**config.mk**
```make
export PLATFORM = sky130hd
export DESIGN_NAME = memory_stage
export DESIGN_NICKNAME = d
export VERILOG_FILES = /design/src/rtl/memory_stage_pkg.sv /design/src/rtl/memory_stage_load_store_align.sv /design/src/rtl/memory_stage.sv
export SDC_FILE = /design/constraint.sdc
export NUM_CORES = 1
export LEC_CHECK = 0
export BUFFER_PORTS_ARGS = -buffer_cell sky130_fd_sc_hd__buf_2
export CAP_MARGIN = 20
export CORE_ASPECT_RATIO = 1.25
export CORE_UTILIZATION = 23
export CTS_BUF_LIST = sky130_fd_sc_hd__clkbuf_2 sky130_fd_sc_hd__clkbuf_4 sky130_fd_sc_hd__clkbuf_8
export DETAILED_ROUTE_END_ITERATION = 8
export SETUP_SLACK_MARGIN = 0.02
export SKIP_CTS_REPAIR_TIMING = 1
export SLEW_MARGIN = 20
export SYNTH_ARGS = -nofsm -noshare
export SYNTH_HDL_FRONTEND = slang
export SYNTH_SLANG_ARGS = --single-unit
```
**constraint.sdc**
```tcl
create_clock -name clk -period 2.55 [get_ports clk]
set_input_delay 0.51 -clock clk [delete_from_list [all_inputs] [get_ports clk]]
set_output_delay 0.51 -clock clk [all_outputs]
set_load 0.05 [all_outputs]
```
**src/rtl/memory_stage_pkg.sv**
```systemverilog
// memory_stage_pkg: shared types for the memory stage.
//   control_type   - pipeline control bits consumed by the MEM stage
//   mem_size_type  - funct3 access size/sign encodings
//   mem_state_type - data-memory handshake FSM states
//   is_misaligned  - true when a half/word address is not naturally aligned
package memory_stage_pkg;

   typedef struct packed {
      logic MemRead;
      logic MemWrite;
      logic RegWrite;
      logic MemtoReg;
   } control_type;

   typedef enum logic [2:0] {
      MemB  = 3'b000,
      MemH  = 3'b001,
      MemW  = 3'b010,
      MemBu = 3'b100,
      MemHu = 3'b101
   } mem_size_type;

   typedef enum logic {
      StIdle = 1'b0,
      StWait = 1'b1
   } mem_state_type;

   function automatic logic is_misaligned(input logic [2:0] funct3, input logic [1:0] addr_lo);
      logic mis;
      mis = 1'b0;
      case (funct3[1:0])
         2'b01:   mis = addr_lo[0];
         2'b10:   mis = (addr_lo != 2'b00);
         default: mis = 1'b0;
      endcase
      return mis;
   endfunction

endpackage

```
**src/rtl/memory_stage_load_store_align.sv**
```systemverilog
// load_store_align: combinational byte-lane logic for the memory stage.
//   funct3_i      - access size/sign
//   addr_lo_i     - low two bits of the effective address
//   is_load_i     - access is a load (loads enable all four lanes)
//   store_data_i  - raw store data (rs2)
//   rdata_i       - load word from data memory
//   be_o          - byte enables
//   wdata_o       - lane-replicated store data
//   load_value_o  - extracted and sign/zero-extended load result
// Half and word lane offsets are forced to natural alignment.
module load_store_align
   import memory_stage_pkg::*;
(
   input  logic [2:0]  funct3_i,
   input  logic [1:0]  addr_lo_i,
   input  logic        is_load_i,
   input  logic [31:0] store_data_i,
   input  logic [31:0] rdata_i,
   output logic [3:0]  be_o,
   output logic [31:0] wdata_o,
   output logic [31:0] load_value_o
);

   logic [1:0]  off;
   logic [31:0] rshift;

   always_comb begin
      off          = 2'b00;
      rshift       = 32'h0;
      be_o         = 4'hF;
      wdata_o      = store_data_i;
      load_value_o = rdata_i;

      case (mem_size_type'(funct3_i))
         MemB, MemBu: off = addr_lo_i;
         MemH, MemHu: off = {addr_lo_i[1], 1'b0};
         default:     off = 2'b00;
      endcase

      // Selected lane moved down to bit 0.
      rshift = rdata_i >> {off, 3'b000};

      case (mem_size_type'(funct3_i))
         MemB: begin
            be_o         = 4'b0001 << off;
            wdata_o      = {4{store_data_i[7:0]}};
            load_value_o = {{24{rshift[7]}}, rshift[7:0]};
         end
         MemBu: begin
            be_o         = 4'b0001 << off;
            wdata_o      = {4{store_data_i[7:0]}};
            load_value_o = {24'h0, rshift[7:0]};
         end
         MemH: begin
            be_o         = 4'b0011 << off;
            wdata_o      = {2{store_data_i[15:0]}};
            load_value_o = {{16{rshift[15]}}, rshift[15:0]};
         end
         MemHu: begin
            be_o         = 4'b0011 << off;
            wdata_o      = {2{store_data_i[15:0]}};
            load_value_o = {16'h0, rshift[15:0]};
         end
         default: begin
            be_o         = 4'hF;
            wdata_o      = store_data_i;
            load_value_o = rdata_i;
         end
      endcase

      if (is_load_i) begin
         be_o = 4'hF;
      end
   end

endmodule

```
**src/rtl/memory_stage.sv**
```systemverilog
// memory_stage: EX/MEM consumer driving a req/ack data-memory port and the MEM/WB register.
//   clk, rst (sync, active high)
//   valid_in, control_in, alu_data, memory_data, rd_in, funct3 - EX/MEM slot
//   dmem_req/we/addr/wdata/be, dmem_ack/rdata                   - data-memory port
//   stall                                                        - freeze upstream stages
//   ex_mem_rd, ex_mem_RegWrite, forward_ex_mem                   - EX/MEM forwarding source
//   control_out, rd_out/mem_wb_rd, mem_wb_RegWrite,
//   wb_data/forward_mem_wb, valid_out                            - MEM/WB slot
// Optional macro MISALIGN_TRAP_EN adds output 'misaligned': misaligned half/word accesses
// are not issued and retire with register write suppressed.
module memory_stage
   import memory_stage_pkg::*;
#(
   parameter int unsigned ADDR_W = 32
) (
   input  logic              clk,
   input  logic              rst,
   input  logic              valid_in,
   input  control_type       control_in,
   input  logic [31:0]       alu_data,
   input  logic [31:0]       memory_data,
   input  logic [4:0]        rd_in,
   input  logic [2:0]        funct3,
   output logic              dmem_req,
   output logic              dmem_we,
   output logic [ADDR_W-1:0] dmem_addr,
   output logic [31:0]       dmem_wdata,
   output logic [3:0]        dmem_be,
   input  logic              dmem_ack,
   input  logic [31:0]       dmem_rdata,
   output logic              stall,
   output logic [4:0]        ex_mem_rd,
   output logic              ex_mem_RegWrite,
   output logic [31:0]       forward_ex_mem,
   output control_type       control_out,
   output logic [4:0]        rd_out,
   output logic [4:0]        mem_wb_rd,
   output logic              mem_wb_RegWrite,
   output logic [31:0]       wb_data,
   output logic [31:0]       forward_mem_wb,
   output logic              valid_out
`ifdef MISALIGN_TRAP_EN
   ,
   output logic              misaligned
`endif
);

   mem_state_type state_q, state_d;
   logic          valid_q, valid_d;
   control_type   control_q, control_d;
   logic [4:0]    rd_q, rd_d;
   logic [31:0]   wb_data_q, wb_data_d;
   logic          mis_q, mis_d;

   logic          memop;
   logic          mis;
   logic          issue;
   logic [3:0]    be;
   logic [31:0]   wdata;
   logic [31:0]   load_value;

   assign memop = valid_in & (control_in.MemRead | control_in.MemWrite);

`ifdef MISALIGN_TRAP_EN
   assign mis = memop & is_misaligned(funct3, alu_data[1:0]);
`else
   assign mis = 1'b0;
`endif

   assign issue = memop & ~mis;

   load_store_align u_align (
      .funct3_i     (funct3),
      .addr_lo_i    (alu_data[1:0]),
      .is_load_i    (control_in.MemRead),
      .store_data_i (memory_data),
      .rdata_i      (dmem_rdata),
      .be_o         (be),
      .wdata_o      (wdata),
      .load_value_o (load_value)
   );

   // Mealy request so a zero-wait-state memory completes in the issue cycle.
   assign dmem_req   = ((state_q == StIdle) & issue) | (state_q == StWait);
   assign stall      = dmem_req & ~dmem_ack;
   // MemRead+MemWrite together is treated as a load.
   assign dmem_we    = dmem_req & control_in.MemWrite & ~control_in.MemRead;
   assign dmem_addr  = {alu_data[ADDR_W-1:2], 2'b00};
   assign dmem_be    = be;
   assign dmem_wdata = wdata;

   assign ex_mem_rd       = rd_in;
   // Load data is not available yet; load-use is resolved by the hazard unit.
   assign ex_mem_RegWrite = valid_in & control_in.RegWrite & ~control_in.MemRead;
   assign forward_ex_mem  = alu_data;

   always_comb begin
      state_d   = state_q;
      valid_d   = valid_q;
      control_d = control_q;
      rd_d      = rd_q;
      wb_data_d = wb_data_q;
      mis_d     = mis_q;

      case (state_q)
         StIdle:  if (dmem_req && !dmem_ack) state_d = StWait;
         StWait:  if (dmem_ack) state_d = StIdle;
         default: state_d = StIdle;
      endcase

      if (stall) begin
         // Bubble into MEM/WB; other fields hold.
         valid_d = 1'b0;
         mis_d   = 1'b0;
      end else begin
         valid_d   = valid_in;
         control_d = control_in;
         rd_d      = rd_in;
         wb_data_d = control_in.MemtoReg ? load_value : alu_data;
         mis_d     = mis;
      end
   end

   always_ff @(posedge clk) begin
      if (rst) begin
         state_q   <= StIdle;
         valid_q   <= 1'b0;
         control_q <= '0;
         rd_q      <= 5'd0;
         wb_data_q <= 32'h0;
         mis_q     <= 1'b0;
      end else begin
         state_q   <= state_d;
         valid_q   <= valid_d;
         control_q <= control_d;
         rd_q      <= rd_d;
         wb_data_q <= wb_data_d;
         mis_q     <= mis_d;
      end
   end

   assign valid_out       = valid_q;
   assign control_out     = control_q;
   assign rd_out          = rd_q;
   assign mem_wb_rd       = rd_q;
   assign wb_data         = wb_data_q;
   assign forward_mem_wb  = wb_data_q;
   assign mem_wb_RegWrite = valid_q & control_q.RegWrite & ~mis_q;

`ifdef MISALIGN_TRAP_EN
   assign misaligned = mis_q;
`endif

endmodule
```
Yosys cells after proc, flatten, opt, wreduce, memory -nomap -nowiden
Cells that the tools add are included.
{"block": "word_totals", "ff_bits": 43, "in_bits": 112}
{"block": "op_classes", "eq_ne": 3, "n_shift": 3, "n_mux": 9, "bitwise": 13, "reduce_logical": 6}
{"cell": "32-bit one-hot mux with 4 select lines", "count": 1}
{"cell": "32-bit one-hot mux with 2 select lines", "count": 1}
{"cell": "32-bit 2-to-1 mux", "count": 1}
{"cell": "32-bit by 5-bit >> shifter with 16-bit output", "count": 1}
{"cell": "1-bit AND", "count": 8}
{"cell": "4-bit one-hot mux with 2 select lines", "count": 1}
{"cell": "3-bit equality test, second input constant", "count": 2}
{"cell": "2-bit OR reduction", "count": 3}
{"cell": "4-bit 2-to-1 mux", "count": 1}
{"cell": "2-bit one-hot mux with 2 select lines", "count": 1}
{"cell": "1-bit by 2-bit << shifter with 4-bit output, first input constant", "count": 1}
{"cell": "2-bit by 2-bit << shifter with 4-bit output, first input constant", "count": 1}
{"cell": "3-bit by 1-bit equality test with 1-bit output, second input constant", "count": 1}
{"cell": "3-bit logical NOT", "count": 1}
{"cell": "1-bit NOT", "count": 3}
{"cell": "1-bit 2-to-1 mux", "count": 2}
{"cell": "1-bit bitwise OR", "count": 2}
{"cell": "1-bit one-hot mux with 2 select lines", "count": 1}
{"cell": "1-bit logical AND", "count": 1}
{"cell": "1-bit logical NOT", "count": 1}

Logic depth before layout (Yosys ltp)
Gate-level depths: netlist (run 1).
{"block": "depth", "depth_word": 7, "depth_mapped": 8}

Modules after synthesis
A second synthesis (run 1) with hierarchy kept.
{"block": "hier_totals", "hier_cells": 492, "hier_area_um2": 4112.7}
{"mod": "memory_stage", "instances": 1, "cells_each": 307, "area_each_um2": 2905.3, "seq_area_each_um2": 860.8}
{"mod": "load_store_align", "instances": 1, "cells_each": 185, "area_each_um2": 1207.4, "seq_area_each_um2": 0.0}

Least setup slack after synthesis (run 1)
Ideal clock, no wire load.
{"block": "synth_timing", "path_kind": "input-to-output", "startpoint": "in funct3[0]", "endpoint": "out dmem_wdata[24]", "t_arrival_ns": 2.434, "setup_slack_ns": -0.394, "stages": 4, "cell_sequence": "clkbuf_1 clkbuf_1 mux2i_1 o21ai_0"}
{"block": "synth_via", "elab_chain_cells": 3, "elab_cells_between_ends": 7}
{"item": "start, declared", "line": "memory_stage.sv:23", "source": "input logic [2:0] funct3,"}
{"item": "3-bit by 1-bit equality test with 1-bit output, or another cell as far along", "line": "memory_stage_load_store_align.sv:43", "source": "case (mem_size_type'(funct3_i))"}
{"item": "2-bit OR reduction (no source line)"}
{"item": "32-bit one-hot mux with 2 select lines (*)", "line": "memory_stage_load_store_align.sv:43"}
{"item": "end, declared", "line": "memory_stage.sv:27", "source": "output logic [31:0] dmem_wdata,"}
Every way passes the cells marked *; elsewhere a longest branch is shown, timed or not.

Worst setup path in the final report (run 1)
{"block": "layout_timing", "startpoint": "in funct3[1]", "endpoint": "out dmem_wdata[21]"}
Same word-level chain as after synthesis.

==> results of run 1 <==
power groups by stage:
stage	Clock, mW	Sequential (mW)	Combinational, mW
2_1_floorplan	0	0.998	1.01
3_3_place_gp	0	0.796	1.47
3_5_place_dp	0	0.796	1.47
4_1_cts	0.491	0.781	1.47
5_1_grt	0.505	0.789	1.53
6_report	0.466	0.779	1.47
layer usage:
metal | part of all wire (%) | global-route usage (%)
met5 | 0.094 | 0
met4 | 1.3 | 4.78
met3 | 7.1 | 2.51
met2 | 53 | 30.9
met1 | 39 | 18.4
final cells by class:
cell class | instances | area, um^2
inverters | 7 | 26.3
fillers | 1702 | 10500
repair buffers | 315 | 1660
multi-input cells | 270 | 1760
well taps | 208 | 260
flip-flops and latches | 43 | 861
clock inverters | 1 | 5.00
clock buffers | 7 | 83.8
cells by family (layout without fill, tap and decap cells):
kind of cell	after synthesis	in the layout	share of synthesized area (%)
buffers and inverters	151	330	28.4
DFF	43	43	23.9
other	1	2	0.104
muxes	29	29	8.71
AOI/OAI and AO/OA	106	106	22.1
and+or+nand+nor	133	133	16.8
worst register-to-register path: stages, from the launching register on:
cell and delay (ps):
dfxtp_1 320, inv_1 50, a21o_1 240, nor2_2 700
buf_4 280, nand2_1 60, o21ai_1 60
flip-flops by register name (all words and copies together), names as in the netlist:
signal / cells
control_out: 4
forward_mem_wb: 32
mem_wb_rd: 5
state_q: 1
valid_out: 1
metrics by stage:
step	instances	instance area [um^2]	worst slack, ps
2_1_floorplan	464	3640	-22.3
4_1_cts	851	4660	298
3_3_place_gp	843	4570	284
3_5_place_dp	843	4570	276
5_1_grt	851	4660	233
6_report	851	4660	312
final timing paths:
kind | end | slack (ps) | depth (start not counted)
hold reg to reg | forward_mem_wb[11]$_SDFFE_PP0N_ | 450 | 2
hold / removal | mem_wb_rd[2]$_SDFFE_PP0N_ | 440 | 3
setup / recovery | dmem_wdata[21] | 310 | 4
setup reg to reg | forward_mem_wb[14]$_SDFFE_PP0N_ | 780 | 6
placed cells by master, fill, tap and decap left out, drive strengths merged, types with 2 or more instances in the layout:
cell type and instances:
a221o 16, o22ai 3, clkbuf 7, mux2 19
o22a 3, a21o 3, a22o 8, nor2 32
inv 6, a211oi 11, dfxtp 43, mux2i 10
nor2b 2, nand2b 2, a221oi 4, a21oi 19
nor3 18, o21ai 24, clkinv 2, buf 315
and3 19, nand2 52, nand4 2, a2bb2oi 3
a31oi 2, nand3 2, conb 2, and2 2
o221ai 6
==> out/qor.csv, run 1 <==
stage;metric;value;unit
run_status;status;finished, final reports clean;
sta;hold_viol;0;
synth;synthDistinctLibCells;43;
worst_setup_path;critPathTopFamily;buffers and inverters;
place;place_hpwl;11600;um
synth;synth_most_common_cell;buf_4;
cells_and_area;syn2layout_area_growth;29.1;%
synth;syn_area;0.00361;mm^2
place;gp_congestion;0.809;
clock_network;clkLatencyLatePin;310;ps
route;drtPass1Iterations;4;
sta;tightest_slew;882;ps
synth;synth_area_per_cell;7.79;um^2
synth;yosysTopAreaCellShare;23.9;%
power;p_total;2.71;mW
global_routing;antenna_found_initial;1;
synth;synth_ff_type;dfxtp_1;
worst_setup_path;critical_path_class;in -> out;
worst_setup_path;worstSetupEndpointType;primary output;
sta;clock.fmax;447;MHz
synth;synth_largest_area_cell;buf_4;
worst_setup_path;worstSetupStartpoint;funct3[1];
clock_network;cts_buffer_depth;2;
power;power_leakage;2.50;nW
job;cap_violations;0;
route;drt_iter0_drc;223;
synth;synthCells;463;
worst_setup_path;cp_max_fo;24;
sta;fin_skew;13.3;ps
sta;min_period_over_period;87.7;%
synth;yosysWarnings;0;
floorplanning;ios;301;
power;p_seq_share;28.7;%
global_routing;grt_usage;16.2;%
place;io_buffers;298;
global_routing;grt_first_pass_wirelength;19700;um
synth;synth_edf_count;0;
synth;synth_common_cells;buf_4, nand2_1, dfxtp_1;
sta;setup_viol;0;
floorplanning;die_y;142;um
hold_path;min_from;rd_in[2];
route;drt-total-wl;13900;um
sta;drv_slew;0;
cells_and_area;layout-drive-gt1-share;55.5;%
global_routing;grt_max_degree;25;
sta;fin_crit;2240;ps
worst_setup_path;crit_chain;buf_2 > buf_4 > mux2_2 > buf_2;
route;wl_per_cell;16.3;um
sta;hold_ws;443;ps
clock_network;clkTransAtPathRegs;90;ps
worst_setup_path;worst_ep_required_time;2040;ps
route;dr_total_vias;3823;
floorplanning;die_area;0.0162;mm^2
power;combPwrFrac;54.1;%
floorplanning;coreArea;0.0151;mm^2
clock_network;cts_sinks;43;
power;netSwitchingFraction;51.8;%
hold_path;holdCritPathClass;in -> reg;
cells_and_area;n_antenna_cell;0;
floorplanning;rows;50;
worst_setup_path;cpMostUsedCell;buf_2;
synth;async_reset_ff_share;0;%
sta;final.setup.tns;0;ps
route;viasPerCell;4.49;
worst_setup_path;critPathArrivalTime;1730;ps
power;power.switching;1.41;mW
sta;relSlewSlack;41.2;%
synth;ys_seq_area_share;23.9;%
worst_setup_path;critPathSlowestCell;mux2_2;
floorplanning;start_util;23.8;%
clock_network;htreeDepth;2;
sta;rsz0062_at_grt;false;
power;power.share.clock;17.2;%
route;drc_errors;0;
power;p_int;1.31;mW
route;postRouteAntennaNets;0;
clock_network;root_buffer;clkbuf_8;
clock_network;cts_tree;done;
worst_setup_path;path_buf_inv;3;
power;peakVddDrop;0.189;mV
floorplanning;die_x;114;um
cells_and_area;nNetsFinal;754;
worst_setup_path;rr_startpoint;state_q$_SDFF_PP0_;
synth;yosys-top-cells-area;buf_4, dfxtp_1, mux2_2;
synth;ys_ff_latch;43;
cells_and_area;fin_util;30.8;%
power;powerDensity;582;mW/mm^2
worst_setup_path;max_stage_delay;380;ps
worst_setup_path;startpoint_type;input pin;
global_routing;grt_pass1_vias;3362;
clock_network;numCtsBuffers;5;
global_routing;overflow;0;
Note: power is estimated with default switching activity, not from simulation.
==> run 2: changes to the inputs <==
--- a/config.mk
+++ b/config.mk
@@ -5,13 +5,13 @@
 export SDC_FILE = /design/constraint.sdc
 export NUM_CORES = 1
 export LEC_CHECK = 0
-export BUFFER_PORTS_ARGS = -buffer_cell sky130_fd_sc_hd__buf_2
 export CAP_MARGIN = 20
-export CORE_ASPECT_RATIO = 1.25
-export CORE_UTILIZATION = 23
+export CORE_AREA = 2 2 118 120
 export CTS_BUF_LIST = sky130_fd_sc_hd__clkbuf_2 sky130_fd_sc_hd__clkbuf_4 sky130_fd_sc_hd__clkbuf_8
 export DETAILED_ROUTE_END_ITERATION = 8
-export SETUP_SLACK_MARGIN = 0.02
+export DIE_AREA = 0 0 120 122
+export DONT_BUFFER_PORTS = 1
+export SETUP_SLACK_MARGIN = 0.2
 export SKIP_CTS_REPAIR_TIMING = 1
 export SLEW_MARGIN = 20
 export SYNTH_ARGS = -nofsm -noshare
==> out/qor.csv, run 2 (synthesized netlist as in run 1, its figures left out) <==
stage;metric;value;unit
power;netSwitchingFraction;43.7;%
clock_network;clkTransAtPathRegs;90;ps
cells_and_area;largest_register_ff_count;32;
power;p_int;1.35;mW
worst_setup_path;critPathTopFamily;multiplexers;
global_routing;grt_usage;17.0;%
floorplanning;die_x;120;um
route;wl_per_cell;23.4;um
worst_setup_path;r2r_setup_slack;950;ps
place;io_buffers;0;
place;place_hpwl;10700;um
floorplanning;die_area;0.0146;mm^2
worst_setup_path;rr_startpoint;state_q$_SDFF_PP0_;
worst_setup_path;critPathSlowestCell;mux2_2;
power;power.share.clock;27.4;%
global_routing;grt_max_degree;62;
clock_network;numCtsBuffers;5;
hold_path;holdPathStages;1;
floorplanning;rows;43;
power;p_seq_share;32.3;%
route;drc_errors;0;
worst_setup_path;max_stage_delay;540;ps
sta;min_period_over_period;80.8;%
power;powerDensity;701;mW/mm^2
sta;tightest_slew;605;ps
global_routing;overflow;0;
cells_and_area;syn2layout_area_growth;-5.45;%
power;power_leakage;1.44;nW
floorplanning;ios;301;
floorplanning;start_util;26.7;%
cells_and_area;stdcell_count;562;
power;power.switching;1.04;mW
run_status;status;finished, final reports clean;
sta;fin_crit;2060;ps
worst_setup_path;worst_ep_required_time;2040;ps
worst_setup_path;r2r-end;forward_mem_wb[18]$_SDFFE_PP0N_;
hold_path;min_from;rst;
worst_setup_path;cp_max_fo;61;
hold_path;holdCritPathClass;in -> reg;
route;drt_iter0_drc;203;
worst_setup_path;worstSetupEndpointType;primary output;
route;dr_total_vias;2956;
global_routing;grt_pass1_vias;2903;
worst_setup_path;critPathArrivalTime;1550;ps
worst_setup_path;critical_path_class;in -> out;
floorplanning;coreArea;0.0135;mm^2
clock_network;clkLatencyLatePin;310;ps
sta;clock.fmax;486;MHz
route;viasPerCell;5.26;
floorplanning;die_y;122;um
cells_and_area;final_common_cell;buf_4;
power;peakVddDrop;0.175;mV
power;combPwrFrac;40.3;%
worst_setup_path;path_buf_inv;0;
route;drt-total-wl;13200;um
clock_network;root_buffer;clkbuf_8;
route;drtPass1Iterations;4;
route;postRouteAntennaNets;0;
global_routing;antenna_found_initial;1;
cells_and_area;nNetsFinal;492;
place;place_inst;553;
cells_and_area;layout-drive-gt1-share;25.2;%
cells_and_area;fin_util;25.3;%
sta;fin_skew;6.29;ps
place;gp_congestion;0.776;
sta;drv_slew;0;
hold_path;min_to;mem_wb_rd[0]$_SDFFE_PP0N_;
sta;hold_viol;0;
clock_network;cts_buffer_depth;2;
job;cap_violations;0;
sta;rsz0062_at_grt;false;
worst_setup_path;crit_chain;nor2_2 > mux2_2;
worst_setup_path;ff2ff_path_depth;7;
sta;final.setup.tns;0;ps
cells_and_area;layout_common_cells;buf_4, nand2_1, dfxtp_1;
cells_and_area;fill_cells;1454;
sta;setup_viol;0;
worst_setup_path;startpoint_type;input pin;
sta;relSlewSlack;59.7;%
global_routing;grt_first_pass_wirelength;18400;um
clock_network;cts_sinks;43;
clock_network;htreeDepth;2;
clock_network;cts_tree;done;
## run 2: metrics by stage
step / setup slack [ps] / area, um^2 / hold slack [ps] / total power [mW]
after global routing: 428 / 3410 / 258 / 2.48
after detailed placement: 501 / 3270 / 435 / 1.76
after global placement: 535 / 3270 / 438 / 1.75
after floorplan: 8.31 / 3650 / 632 / 2.01
final: 490 / 3410 / 281 / 2.39
after CTS: 502 / 3410 / 258 / 2.42
## run 2: worst max path at each step
stage	slack, ps	startpoint	cells past startpoint	to
finish	490	funct3[1]	2	dmem_wdata[11]
global route	430	control_in[2]	5	stall
global placement	530	funct3[1]	2	dmem_wdata[11]
CTS	500	funct3[1]	2	dmem_wdata[11]
detailed placement	500	funct3[1]	2	dmem_wdata[11]
floorplan	8	funct3[0]	4	dmem_be[1]
## run 2: power by group through the flow
stage | combinational [mW] | clock (mW) | sequential (mW)
after floorplan | 1.02 | 0 | 0.998
after detailed placement | 0.970 | 0 | 0.788
after global routing | 1.01 | 0.695 | 0.779
final | 0.964 | 0.655 | 0.772
after global placement | 0.961 | 0 | 0.788
after CTS | 0.971 | 0.675 | 0.772
## run 2: routing by layer
metal  part of all wire [%]  wire length (um)  track usage (%)  up-vias
met1                     32              4220             16.2     1370
li1                       -                 -                -     1353
met3                     12              1640             7.68       22
met5                      0                 0                0        -
met2                     53              6920             31.5      211
met4                    2.9               377             7.50        0
## run 2: worst reg2reg max path, stage by stage, from the launching register on
cell and delay (ps):
dfxtp_1 320, inv_1 40, a21o_1 280, inv_2 100, buf_4 230, nor3_1 100, and3_1 180, a221o_1 250
## run 2: layout make-up
| cell class | count | area [um^2] | area share (%) |
|---|---|---|---|
| sequential | 43 | 861 | 25.2 |
| timing repair buffer | 53 | 398 | 11.7 |
| clock inverter | 3 | 67.6 | 1.98 |
| tap | 180 | 225 | 6.60 |
| antenna | 1 | 2.50 | 0.0734 |
| multi-input combinational | 270 | 1760 | 51.7 |
| inverter | 7 | 26.3 | 0.770 |
| clock buffer | 5 | 68.8 | 2.02 |
